===== src/rtl/ram_arb_pkg.sv =====
// -----------------------------------------------------------------------------
// ram_arb_pkg
// Shared types and default widths for the RAM port arbiter.
//   RAM_ADDR_W / RAM_DATA_W : default width of the HPS on-chip RAM s2 port
//   TAG_ID_W                : width of a requester id inside a read tag
//                             (large enough for the maximum of 4 requesters)
//   arb_state_e             : arbiter state (IDLE = round-robin, OWNED = locked)
//   rd_tag_t                : {valid, id} carried alongside an in-flight read
// -----------------------------------------------------------------------------
package ram_arb_pkg;

   localparam int RAM_ADDR_W = 13;
   localparam int RAM_DATA_W = 8;
   localparam int MAX_REQ    = 4;
   localparam int TAG_ID_W   = 2;

   typedef enum logic [0:0] {
      IDLE  = 1'b0,
      OWNED = 1'b1
   } arb_state_e;

   typedef struct packed {
      logic                valid;
      logic [TAG_ID_W-1:0] id;
   } rd_tag_t;

endpackage


===== src/rtl/ram_arb_rr_pick.sv =====
// -----------------------------------------------------------------------------
// ram_arb_rr_pick
// Combinational round-robin picker. The winner is the first requesting index
// strictly after i_ptr, wrapping modulo NUM_REQ (also for non-power-of-2
// NUM_REQ). i_ptr itself is considered last.
// Ports:
//   i_req  [NUM_REQ] : request vector
//   i_ptr  [PTR_W]   : index of the most recent winner
//   o_gnt  [NUM_REQ] : one-hot winner, all zero when nothing is requested
//   o_idx  [PTR_W]   : index of the winner (0 when nothing is requested)
// -----------------------------------------------------------------------------
module ram_arb_rr_pick #(
   parameter int NUM_REQ = 2,
   parameter int PTR_W   = 1
) (
   input  logic [NUM_REQ-1:0] i_req,
   input  logic [PTR_W-1:0]   i_ptr,
   output logic [NUM_REQ-1:0] o_gnt,
   output logic [PTR_W-1:0]   o_idx
);

   // Walk the candidates from the farthest (k = NUM_REQ, i.e. the pointer
   // itself) to the nearest (k = 1); the last hit wins, so the nearest
   // requester after the pointer takes priority.
   always_comb begin
      o_gnt = '0;
      o_idx = '0;
      for (int k = NUM_REQ; k >= 1; k--) begin
         for (int i = 0; i < NUM_REQ; i++) begin
            if ((i == ((int'(i_ptr) + k) % NUM_REQ)) && i_req[i]) begin
               o_gnt = NUM_REQ'(1) << i;
               o_idx = PTR_W'(i);
            end
         end
      end
   end

endmodule


===== src/rtl/ram_port_arbiter.sv =====
// -----------------------------------------------------------------------------
// ram_port_arbiter
// Shares the single HPS on-chip RAM port between NUM_REQ fabric requesters
// (e.g. the ambilight zone-colour writer and the LED-strip reader).
//
// Handshake: a requester raises req[i] and holds req_we/req_addr/req_wdata
// (and req_lock) stable until it sees gnt[i]; the access is accepted in the
// cycle where req[i] & gnt[i] is true. gnt is combinational, at most one bit
// is set and never without the matching req. One access is accepted per
// cycle, back to back. Reads return one rvalid[i] strobe READ_LATENCY+1
// cycles after acceptance with rdata (broadcast) valid in that cycle.
//
// Ports:
//   clk, reset           : RAM port clock, asynchronous active-high reset
//   req/req_lock/req_we  : per-requester request, lock-next, write-enable
//   req_addr/req_wdata   : packed per-requester address / write data
//   gnt                  : one-hot combinational grant
//   rvalid/rdata         : read return strobe per requester, shared data
//   ram_*                : registered command to the RAM, ram_readdata back
//
// Arbitration: IDLE is round-robin. A winner holding req_lock becomes the
// owner (OWNED) and keeps the port for each following access while it keeps
// requesting and locking. After MAX_BURST owner grants with another
// requester waiting, the owner is skipped for one cycle and the pointer is
// left on the owner, so the others win first in IDLE.
// -----------------------------------------------------------------------------
module ram_port_arbiter
   import ram_arb_pkg::*;
#(
   parameter int NUM_REQ      = 2,
   parameter int ADDR_W       = RAM_ADDR_W,
   parameter int DATA_W       = RAM_DATA_W,
   parameter int READ_LATENCY = 1,
   parameter int MAX_BURST    = 16
) (
   input  logic                      clk,
   input  logic                      reset,
   input  logic [NUM_REQ-1:0]        req,
   input  logic [NUM_REQ-1:0]        req_lock,
   input  logic [NUM_REQ-1:0]        req_we,
   input  logic [NUM_REQ*ADDR_W-1:0] req_addr,
   input  logic [NUM_REQ*DATA_W-1:0] req_wdata,
   output logic [NUM_REQ-1:0]        gnt,
   output logic [NUM_REQ-1:0]        rvalid,
   output logic [DATA_W-1:0]         rdata,
   output logic [ADDR_W-1:0]         ram_address,
   output logic                      ram_chipselect,
   output logic                      ram_clken,
   output logic                      ram_write,
   output logic [DATA_W-1:0]         ram_writedata,
   input  logic [DATA_W-1:0]         ram_readdata
);

   localparam int PTR_W = (NUM_REQ > 1) ? $clog2(NUM_REQ) : 1;
   localparam int CNT_W = $clog2(MAX_BURST + 1);
   localparam logic [CNT_W-1:0] BURST_MAX = CNT_W'(MAX_BURST);

   // ---------------------------------------------------------------------
   // State
   // ---------------------------------------------------------------------
   arb_state_e          r_state;
   logic [PTR_W-1:0]    r_ptr;
   logic [PTR_W-1:0]    r_owner;
   logic [CNT_W-1:0]    r_burst;

   logic                r_cs;
   logic                r_wr;
   logic                r_clken;
   logic [ADDR_W-1:0]   r_addr;
   logic [DATA_W-1:0]   r_wdata;
   rd_tag_t             r_cmd_tag;
   rd_tag_t             r_tag [READ_LATENCY];

   // ---------------------------------------------------------------------
   // Combinational arbitration
   // ---------------------------------------------------------------------
   logic [NUM_REQ-1:0]  w_pick_gnt;
   logic [PTR_W-1:0]    w_pick_idx;
   logic [NUM_REQ-1:0]  w_owner_oh;
   logic [NUM_REQ-1:0]  w_gnt;
   logic [PTR_W-1:0]    w_win_idx;
   logic                w_others;
   logic                w_burst_full;
   logic                w_accept;
   logic                w_sel_we;
   logic [ADDR_W-1:0]   w_sel_addr;
   logic [DATA_W-1:0]   w_sel_wdata;

   ram_arb_rr_pick #(
      .NUM_REQ (NUM_REQ),
      .PTR_W   (PTR_W)
   ) u_rr_pick (
      .i_req   (req),
      .i_ptr   (r_ptr),
      .o_gnt   (w_pick_gnt),
      .o_idx   (w_pick_idx)
   );

   assign w_owner_oh = NUM_REQ'(1) << r_owner;

   always_comb begin
      w_others     = |(req & ~w_owner_oh);
      w_burst_full = (r_burst == BURST_MAX);
      w_gnt        = '0;
      w_win_idx    = w_pick_idx;
      case (r_state)
         IDLE: begin
            w_gnt = w_pick_gnt;
         end
         OWNED: begin
            w_win_idx = r_owner;
            // Owner keeps the port unless its burst is used up while
            // somebody else is waiting; then it is skipped this cycle.
            if (req[r_owner] && !(w_burst_full && w_others)) begin
               w_gnt = w_owner_oh;
            end
         end
         default: begin
            w_gnt = '0;
         end
      endcase
      w_accept = |(w_gnt & req);
   end

   // Output grant is forced low while reset is held.
   assign gnt = reset ? '0 : w_gnt;

   // Select the winner's command fields.
   always_comb begin
      w_sel_we    = 1'b0;
      w_sel_addr  = '0;
      w_sel_wdata = '0;
      for (int i = 0; i < NUM_REQ; i++) begin
         if (w_win_idx == PTR_W'(i)) begin
            w_sel_we    = req_we[i];
            w_sel_addr  = req_addr[i*ADDR_W +: ADDR_W];
            w_sel_wdata = req_wdata[i*DATA_W +: DATA_W];
         end
      end
   end

   // ---------------------------------------------------------------------
   // Arbiter FSM
   // ---------------------------------------------------------------------
   always_ff @(posedge clk or posedge reset) begin
      if (reset) begin
         r_state <= IDLE;
         r_ptr   <= PTR_W'(NUM_REQ - 1);
         r_owner <= '0;
         r_burst <= '0;
      end else begin
         case (r_state)
            IDLE: begin
               if (w_accept) begin
                  r_ptr <= w_win_idx;
                  if (req_lock[w_win_idx]) begin
                     r_state <= OWNED;
                     r_owner <= w_win_idx;
                     r_burst <= CNT_W'(1);
                  end
               end
            end
            OWNED: begin
               // Pointer stays on the owner so that, on return to IDLE,
               // everyone else is ahead of it.
               r_ptr <= r_owner;
               if (w_accept) begin
                  if (!w_burst_full) begin
                     r_burst <= r_burst + CNT_W'(1);
                  end
                  if (!req_lock[r_owner]) begin
                     r_state <= IDLE;
                     r_burst <= '0;
                  end
               end else begin
                  // Owner dropped its request, or was skipped at the
                  // burst limit.
                  r_state <= IDLE;
                  r_burst <= '0;
               end
            end
            default: begin
               r_state <= IDLE;
            end
         endcase
      end
   end

   // ---------------------------------------------------------------------
   // Registered RAM command and read-tag pipeline
   // ---------------------------------------------------------------------
   always_ff @(posedge clk or posedge reset) begin
      if (reset) begin
         r_cs      <= 1'b0;
         r_wr      <= 1'b0;
         r_clken   <= 1'b0;
         r_addr    <= '0;
         r_wdata   <= '0;
         r_cmd_tag <= '0;
         for (int i = 0; i < READ_LATENCY; i++) begin
            r_tag[i] <= '0;
         end
      end else begin
         r_clken <= 1'b1;
         r_cs    <= w_accept;
         r_wr    <= w_accept & w_sel_we;
         if (w_accept) begin
            r_addr  <= w_sel_addr;
            r_wdata <= w_sel_wdata;
         end
         // r_cmd_tag lines up with the command on the RAM port; r_tag then
         // delays it by the RAM read latency so the last stage lines up
         // with valid ram_readdata.
         r_cmd_tag.valid <= w_accept & ~w_sel_we;
         r_cmd_tag.id    <= TAG_ID_W'(w_win_idx);
         r_tag[0]        <= r_cmd_tag;
         for (int i = 1; i < READ_LATENCY; i++) begin
            r_tag[i] <= r_tag[i-1];
         end
      end
   end

   always_comb begin
      rvalid = '0;
      for (int i = 0; i < NUM_REQ; i++) begin
         rvalid[i] = r_tag[READ_LATENCY-1].valid &&
                     (r_tag[READ_LATENCY-1].id == TAG_ID_W'(i));
      end
   end

   assign rdata          = ram_readdata;
   assign ram_address    = r_addr;
   assign ram_writedata  = r_wdata;
   assign ram_chipselect = r_cs;
   assign ram_write      = r_wr;
   assign ram_clken      = r_clken;

endmodule


===== config.mk =====
export PLATFORM = sky130hd
export DESIGN_NAME = ram_port_arbiter
export DESIGN_NICKNAME = d
export VERILOG_FILES = /design/src/rtl/ram_arb_pkg.sv /design/src/rtl/ram_arb_rr_pick.sv /design/src/rtl/ram_port_arbiter.sv
export SDC_FILE = /design/constraint.sdc
export NUM_CORES = 1
export LEC_CHECK = 0
export ABC_AREA = 1
export CORE_UTILIZATION = 43
export DETAILED_ROUTE_END_ITERATION = 8
export GPL_TIMING_DRIVEN = 0
export PLACE_DENSITY = 0.85
export SLEW_MARGIN = 25
export SYNTH_ARGS = -nofsm -noshare
export SYNTH_HDL_FRONTEND = slang
export SYNTH_SLANG_ARGS = --single-unit

===== constraint.sdc =====
create_clock -name clk -period 3.7 [get_ports clk]
set_input_delay 1.11 -clock clk [delete_from_list [all_inputs] [get_ports clk]]
set_output_delay 1.11 -clock clk [all_outputs]
set_load 0.02 [all_outputs]

# Yosys cells after proc, flatten, opt, wreduce, memory -nomap -nowiden
# Cells that the tools add are included.
[word_totals] regBits=36
[classes] eq_ne=6 n_reduce_logical=16 order_cmp=2 addsub=3 shifts=1 bitwise=9 mux=33
[ops] op="$logic_not 32->1" n=2
[ops] op="$mux 5" n=5
[ops] op="$mux 1" n=17
[ops] op="$mux 13" n=1
[ops] op="$mux 2" n=5
[ops] op="$pmux 5 s2" n=1
[ops] op="$logic_and 1x1->1" n=8
[ops] op="$mux 8" n=1
[ops] op="$reduce_and 3->1" n=2
[ops] op="$add 5x1->5 const B" n=1
[ops] op="$eq 5x5->1 const B" n=1
[ops] op="$and 2x2->2" n=2
[ops] op="$eq 2x2->1 const A" n=2
[ops] op="$lt 1x2->1 const B" n=2
[ops] op="$ne 2x2->1 const B" n=2
[ops] op="$ne 4x4->1 const B" n=1
[ops] op="$pmux 1 s2" n=2
[ops] op="$pmux 2 s2" n=1
[ops] op="$reduce_or 2->1" n=2
[ops] op="$add 1x1->1 const B" n=2
[ops] op="$and 1x1->1" n=2
[ops] op="$and 1x1->1 const A" n=2
[ops] op="$logic_not 2->1" n=1
[ops] op="$not 1->1" n=2
[ops] op="3 further kinds" n=3

# Longest topological paths before layout
# Gate-level depths: netlist of the first run.
[logic_depth] depth_word=13 depth_mapped=14 mapped_depth_nobuf=13

# Hierarchy
# A second synthesis of the first run with hierarchy kept.
[hier_totals] hier_cells=237 area_unflattened_um2=1893.1
[by_module_without_submodules] module="ram_port_arbiter" cells_each=232 instances=1 seq_area_each_um2=902.1 area_each_um2=1858.0
[by_module_without_submodules] module="ram_arb_rr_pick" cells_each=5 instances=1 seq_area_each_um2=0.0 area_each_um2=35.0

# Least setup slack after synthesis of the first run
# No wires, ideal clock.
[synth_path] kind="input -> output" startpoint="input port req[0]" endpoint="output port gnt[1]" cell_stages=7 arrival_time_ns=1.828 path_slack_ns=0.762 path_buffers=0 required_time_ns=2.590 cell_sequence="inv_1 nand2_1 nand3_2 nand2_4 inv_4 nand2_2 nor2_1"
[synth_between] elab_chain_cells=8
[synth_rtl] element="from (decl)" line_no="ram_port_arbiter.sv:38" text="input logic [NUM_REQ-1:0] req,"
[synth_rtl] element="$and 2x2->2" line_no="ram_port_arbiter.sv:102" text="w_others = |(req & ~w_owner_oh);"
[synth_rtl] element="$reduce_or 2->1" line_no="ram_port_arbiter.sv:102"
[synth_rtl] element="$logic_and 1x1->1" line_no="ram_port_arbiter.sv:114" text="if (req[r_owner] && !(w_burst_full && w_others)) begin"
[synth_rtl] element="$logic_not 1->1" line_no="ram_port_arbiter.sv:114"
[synth_rtl] element="$logic_and 1x1->1" line_no="ram_port_arbiter.sv:114"
[synth_rtl] element="$mux 2" line_no="ram_port_arbiter.sv:114"
[synth_rtl] element="$pmux 2 s2 *" line_no="ram_port_arbiter.sv:106" text="case (r_state)"
[synth_rtl] element="$mux 2 *" line_no="ram_port_arbiter.sv:126" text="assign gnt = reset ? '0 : w_gnt;"
[synth_rtl] element="to (decl)" line_no="ram_port_arbiter.sv:43" text="output logic [NUM_REQ-1:0] gnt,"
# Every way passes the cells marked *; elsewhere a longest branch is shown, timed or not. The select of a mux whose other input is x is not followed.

# Worst setup path after layout of the first run
[layout_path] startpoint="input port req[0]" endpoint="output port gnt[0]"
# The elaborated chain is that of the path after synthesis.

==> results of run 1 <==
## path summary, 6_finish.rpt
check                                                   to  slack (ns)                    from
worst min-delay path                    r_tag[2]$_DFF_PP0_        0.35  r_cmd_tag[2]$_DFF_PP0_
min in group asynchronous           r_burst[3]$_DFFE_PP0P_        1.32                   reset
worst max register to register  ram_address[6]$_DFFE_PP0N_        1.92  r_burst[0]$_DFFE_PP0P_
worst min register to register          r_tag[2]$_DFF_PP0_        0.35  r_cmd_tag[2]$_DFF_PP0_
worst max-delay path                                gnt[0]        0.18                  req[0]
max in group asynchronous           r_burst[2]$_DFFE_PP0P_        1.90                   reset
## power breakdown
group          total (W)  switching (W)  leakage (nW)  internal (W)
clock network   0.000299       0.000130        0.0515      0.000170
registers       0.000684       0.000103         0.427      0.000581
logic            0.00133       0.000782         0.840      0.000552
total            0.00232        0.00101          1.32       0.00130
## cells by family (layout without fill, tap and decap cells)
kind of cell / count (synthesis) / after routing / share of synthesized area (%)
buffers and inverters: 34 / 127 / 9.50
XOR/XNOR: 3 / 3 / 1.42
other: 1 / 1 / 0.202
AND/OR/NAND/NOR: 131 / 131 / 30.0
AO/OA/AOI/OAI: 28 / 28 / 8.96
flip-flops: 36 / 36 / 48.6
adder cells (fa/ha/maj): 2 / 2 / 1.35
## routing by layer
layer,global-route usage [%],share of wire (%)
met2,39.7,50
met5,0,0
met3,8.28,8.8
met4,10.1,1.3
met1,26.1,40
## stage by stage
step | instance area (sq um) | setup TNS [ns] | hold slack [ns] | cells
2_1_floorplan | 1860 | 0 | 0.331 | 235
3_3_place_gp | 2770 | -0.404 | 0.333 | 370
3_5_place_dp | 2770 | -0.453 | 0.336 | 370
4_1_cts | 2870 | 0 | 0.351 | 378
5_1_grt | 2860 | 0 | 0.365 | 378
6_report | 2860 | 0 | 0.349 | 378
## timing repair
action                                  CTS  global route
gates cloned                              0             0
gates resized for setup                   2             4
endpoints found under the setup margin    2             2
## synthesized netlist by cell type
| library cell | instances | share of area, % |
|---|---|---|
| o21ai_1 | 3 | 0.81 |
| conb_1 | 1 | 0.20 |
| o21ai_0 | 2 | 0.54 |
| or2_1 | 1 | 0.34 |
| dfrtp_1 | 35 | 47 |
| nand2_4 | 2 | 1.2 |
| inv_4 | 1 | 0.34 |
| buf_4 | 9 | 3.6 |
| buf_2 | 4 | 1.1 |
| nor4_1 | 1 | 0.34 |
| nor2_1 | 33 | 6.7 |
| nand4_1 | 2 | 0.67 |
| nand3_2 | 3 | 1.6 |
| inv_2 | 2 | 0.40 |
| xor2_1 | 1 | 0.47 |
| buf_6 | 1 | 0.61 |
| dfstp_2 | 1 | 1.4 |
| nor2_2 | 1 | 0.34 |
| a31oi_1 | 21 | 7.1 |
| inv_1 | 14 | 2.8 |
| a21oi_1 | 2 | 0.54 |
| nand3_1 | 11 | 3.0 |
| nand2_2 | 2 | 0.67 |
| nand2_1 | 75 | 15 |
| ha_1 | 2 | 1.3 |
| xnor2_1 | 2 | 0.94 |
| clkbuf_1 | 3 | 0.61 |
## registers in the layout (all words and copies together), names as in the netlist
register and flops:
ram_chipselect 1, r_ptr 1, ram_address 13, r_owner 1, r_burst 5, r_state 1
r_tag 2, ram_writedata 8, ram_clken 1, r_cmd_tag 2, ram_write 1
## worst register-to-register path: stages, from the launching register on
cell     delay, ns
dfrtp_1       0.40
inv_1         0.06
ha_1          0.19
nand2_1       0.08
inv_1         0.04
nand3_1       0.09
nand2_1       0.09
nand2_1       0.07
nand2_1       0.10
nand2_4       0.11
buf_2         0.22
nor2_1        0.07
a31oi_1       0.15
## final cells by class
type                            instances  area share [%]
Buffer                                 17            3.85
Clock buffer                            8            3.50
Inverter                               17            2.32
Multi-Input combinational cell        165            27.2
Sequential cell                        36            31.5
Tap cell                               50            2.19
Timing Repair Buffer                   85            29.4
==> impl_results.md, run 1 <==
- Gr usage total: 23.4%
- First-pass GRT wire length: 7800 um
- Seq/Total Area, Yosys: 48.6%
- Fin crit period: 3.52 ns
- Worst path depth: 8
- Vias in the first global route: 1,797
- Clock skew: 0.00300 ns
- Synthesis-to-finish area growth: 54.0%
- Die Wd: 67.7 um
- ANT nets after route: 0
- CP max FO: 3
- Proportion of layout cells with a drive suffix above 1: 11.0%
- Via density: 4.97
- Mapped Area: 0.00186 sq mm
- Relative slew slack: 51.0%
- GP Congestion: 0.833
- Initial drt markers: 106
- DIE HEIGHT: 67.7 um
- Hold buffers post-CTS: 0
- Crit Path Class: input port to output port
- Final HPWL DP: 3650 um
- Syn avg cell area: 7.90 sq um
- Commonest cells after routing, fill and taps aside: clkdlybuf4s50_1, nand2_1, dfrtp_1
- # fillers: 340
- Kind of end point of the critical path: output port
- Register Area: 902 sq um
- Starting Density: 45.4%
- Cell mode on critical path: nand2_1
- Quantity of I/O buffers inserted on ports: 85
- Core area: 0.00409 sq mm
- Synth warnings: 0
- Top Family by Delay on Critical Path: buffers and inverters
- Final setup fails: 0
- Period utilization: 95.0%
- NumNets Final: 387
- Syn Nets: 295
- Pre-CTS WS: -0.227 ns
- Worst min-delay path class: flip-flop to flip-flop
- Number of H-tree levels: 2
- Max_cap viols: 0
- P per Cell Area: 810 mW/mm^2
- Initial antenna violation count: 0
- Mapped Cells: 235
- Remaining Overflow, GRT: 0
- # DRC: 0
- Fin util: 70.0%
- DR pass1 iterations: 4
- Core Rows: 23
- Reg2reg path depth: 12
- TritonCTS clock tree: built
- Total power: 0.00232 W
- Leakage Power: 1.32 nW
- Critical Path Source Type: input port
- Final Hold Viols: 0
- Final Max Slew Viols: 0
- Final WL: 4870 um
- RSZ-0062 raised after global routing: false
- Number of synthesized register bits: 36
- Clock Tree Root: clkbuf_8
- WP buf/inv: 3
- Fmax: 284 MHz
- # diodes: 0
- Clock sink total: 36
- Least-Margin Pin Slew: 0.734 ns
- Post-synth cell types: 27
- Die ar.: 0.00458 sq mm
- CTS buffer count: 5
- Area taken by multi-input logic gates: 778 sq um
- PnR worst setup slack: 0.183 ns
- Post-CTS setup buffer count: 0
- Slowest cell delay on critical path: 0.50 ns
- Max clock buf depth: 2
- CP Cell Sequence: clkdlybuf4s50_1 > inv_1 > o21ai_1 > nand2_1 > nand2_1 > nand2_1 > nor2_1 > clkbuf_2
- Skew-Pair Late Insertion Delay: 0.28 ns
- CP arrival: 2.41 ns
- Critical path required time: 2.59 ns
- VDD IR max: 512 uV
- Hold depth: 0
- Worst path slowest cell: clkdlybuf4s50_1
- Clock-pin slew on the worst setup and hold paths: 0.07 ns
- Most common cell after layout, fill and taps aside: clkdlybuf4s50_1
- DR WL/cell: 12.9 um
- Largest net degree at the start of global routing: 37
- Vias post-DR: 1,879
- Status: completed
- I/O pins: 94
(Power assumes the default switching activity.)
==> run 2, diff against run 1 <==
CORE_UTILIZATION = 23   (was 43)
PLACE_DENSITY = default   (was 0.85)
RECOVER_POWER = 100   (was default)
==> impl_results.md, run 2 (synthesis gave the netlist of run 1 again) <==
- P per Cell Area: 768 mW/mm^2 (-5.2%)
- Area taken by multi-input logic gates: 758 sq um (-2.6%)
- Max_cap viols: 0 (unchanged)
- CP Cell Sequence: clkdlybuf4s50_1 > nand2_1 > nand3_1 > nand2_4 > inv_4 > nand2_2 > nor2_1 > clkbuf_2
- Crit Reg-Reg Startpoint: r_burst[0]$_DFFE_PP0P_
- Sw Share: 45.8% (+2.0 points)
- DIE HEIGHT: 91.9 um (+36%)
- DR pass1 iterations: 4 (unchanged)
- Starting Density: 23.9% (-22 points)
- Reg2reg path depth: 12 (unchanged)
- Synthesis-to-finish area growth: 55.3%
- CP arrival: 2.44 ns (+0.03 ns)
- Slowest cell delay on critical path: 0.54 ns (+0.04 ns)
- Proportion of layout cells with a drive suffix above 1: 7.29% (-3.7 points)
- Max clock buf depth: 2 (unchanged)
- Worst hold slack: 0.354 ns (+0.00538 ns)
- Most common cell after layout, fill and taps aside: nand2_1
- I/O pins: 94 (unchanged)
- TritonCTS clock tree: built
- # diodes: 0 (unchanged)
- Relative slew slack: 1.80% (-49 points)
- Status: completed
- Register Area: 902 sq um (unchanged)
- Die Wd: 91.9 um (+36%)
- GP Congestion: 0.807 (-3.1%)
- Period utilization: 95.8% (+0.80 points)
- Setup TNS: 0 ns (unchanged)
- Crit Path Class: input port to output port
- Comb pwr share: 56.2% (-1.4 points)
- Met1 Track Usage GR: 15.0% (-11 points)
- Final Hold Viols: 0 (unchanged)
- CP Launch Point: req[1]
- Core area: 0.00777 sq mm (+90%)
- VDD IR max: 247 uV (-52%)
- ANT nets after route: 0 (unchanged)
- Reg2Reg Capture Point: ram_write$_DFF_PP0_
- Final WL: 5090 um (+4.4%)
- Remaining Overflow, GRT: 0 (unchanged)
- Least-Margin Pin Slew: 1.47 ns (+0.739 ns)
- Hold buffers post-CTS: 0 (unchanged)
- Reg2reg setup slack: 1.47 ns (-0.45 ns)
- Vias post-DR: 1,837 (-2.2%)
- Clock Tree Root: clkbuf_8
- Clock skew: 0.00502 ns (+0.00203 ns)
- Kind of end point of the critical path: output port
- Core Rows: 32 (+39%)
- RSZ-0062 raised after global routing: false
- # DRC: 0 (unchanged)
- Commonest cells after routing, fill and taps aside: nand2_1, clkdlybuf4s50_1, dlygate4sd3_1, dfrtp_1, nor2_1
- Die ar.: 0.00844 sq mm (+84%)
- Critical path required time: 2.59 ns (about the same)
- Critical Path Source Type: input port
- Top Family by Delay on Critical Path: buffers and inverters
- Worst setup path end: gnt[1]
- Largest net degree at the start of global routing: 28 (-24%)
- CTS buffer count: 5 (unchanged)
- Number of H-tree levels: 2 (unchanged)
- CP max FO: 8 (+5)
- Leakage Power: 1.30 nW (-1.6%)
- First-pass GRT wire length: 8550 um (+9.6%)
- Grt met2 use: 22.1% (-18 points)
- DR WL/cell: 11.8 um (-8.4%)
- GR Layer Usage met3: 4.39% (-3.9 points)
- NumNets Final: 388 (+0.26%)
- Final Max Slew Viols: 0 (unchanged)
- Final HPWL DP: 3990 um (+9.4%)
- WP buf/inv: 3 (unchanged)
- Worst min-delay path class: flip-flop to flip-flop
- Fmax: 282 MHz (-0.84%)
- Fin crit period: 3.55 ns (+0.0298 ns)
- Vias in the first global route: 1,843 (+2.6%)
- Initial drt markers: 66 (-38%)
- Via density: 4.26 (-14%)
- Clock-pin slew on the worst setup and hold paths: 0.07 ns (about the same)
- Sw Pwr: 0.00101 W (about the same)
- Post-CTS setup buffer count: 0 (unchanged)
- GRT Max-Usage Layer: met2
- Worst path depth: 8 (unchanged)
- Initial antenna violation count: 0 (unchanged)
- Max reg flops: 13 (unchanged)
- Int Pwr: 0.00120 W (-7.9%)
- Clock sink total: 36 (unchanged)
- Gr usage total: 12.9% (-10 points)
- Worst path slowest cell: clkdlybuf4s50_1
- Post_cts resized: 2 (unchanged)
- Total power: 0.00221 W (-4.5%)
- Final setup fails: 0 (unchanged)
- Clock network power share: 13.3% (+0.4 points)
- Quantity of I/O buffers inserted on ports: 85 (unchanged)
- Sequential share of power: 30.5% (+1.0 points)
- # fillers: 831 (+140%)
- Skew-Pair Late Insertion Delay: 0.29 ns (about the same)
## run 2: changes by cell type in the layout (fill, tap and decap cells not counted), moves of 2 or more
cell / change
buf_2: -3
nand3_1: +2
nand2_1: +2
clkbuf_1: +8
clkdlybuf4s50_1: -35
nand3_2: -2
dlygate4sd3_1: +35
## run 2: area by class of cell
cell class / count / share of cell area (%)
Buffer: 17 / 3.30
Inverter: 17 / 2.30
Sequential cell: 36 / 31.3
Clock buffer: 8 / 3.13
Multi-Input combinational cell: 165 / 26.3
Tap cell: 102 / 4.43
Timing Repair Buffer: 86 / 29.3
## run 2: worst min path at each step
stage          depth (start not counted)                   start                  to  slack [ns]
3_5_place_dp                           0  r_cmd_tag[0]$_DFF_PP0_  r_tag[0]$_DFF_PP0_        0.34
3_3_place_gp                           0  r_cmd_tag[0]$_DFF_PP0_  r_tag[0]$_DFF_PP0_        0.33
4_1_cts                                0  r_cmd_tag[0]$_DFF_PP0_  r_tag[0]$_DFF_PP0_        0.36
5_1_grt                                0  r_cmd_tag[0]$_DFF_PP0_  r_tag[0]$_DFF_PP0_        0.36
6_report                               0  r_cmd_tag[0]$_DFF_PP0_  r_tag[0]$_DFF_PP0_        0.35
2_1_floorplan                          0  r_cmd_tag[0]$_DFF_PP0_  r_tag[0]$_DFF_PP0_        0.33
## run 2: layer usage
metal | vias to the layer above | wire (um)
met5 | - | 0
met4 | 0 | 30
met3 | 2 | 364
met2 | 64 | 2570
met1 | 843 | 2120
li1 | 928 | -
## run 2: through the flow
step	instances	util, %	instance area, sq um	setup WS, ns
after global routing	431	37.1	2880	0.0449
after CTS	431	37.9	2940	0.0000828
after floorplan	235	-	1860	0.762
after global placement	422	36.5	2840	-0.248
final	431	37.1	2880	0.154
after detailed placement	423	36.8	2860	-0.273
## run 2: power groups by stage
stage	clock network, W	registers [W]	logic [W]
finish	0.000295	0.000675	0.00124
global route	0.000323	0.000702	0.00138
CTS	0.000305	0.000684	0.00137
detailed placement	0	0.000687	0.00137
global placement	0	0.000684	0.00134
floorplan	0	0.000834	0.000656
## run 2: worst reg2reg max path, cell delays in order (launching register included)
cell	delay, ns
dfrtp_1	0.42
inv_1	0.07
ha_1	0.20
nand2_1	0.10
inv_1	0.05
nand3_1	0.08
nand2_1	0.08
nand2_1	0.06
nand2_1	0.07
nand2_1	0.20
clkbuf_1	0.45
inv_1	0.17
a21oi_1	0.20
==> run 3, diff against run 2 <==
CTS_CLUSTER_DIAMETER = 80   (was default)
==> results of run 3 <==
Same layout as run 2: the final DEF is identical, and so are final timing and power.
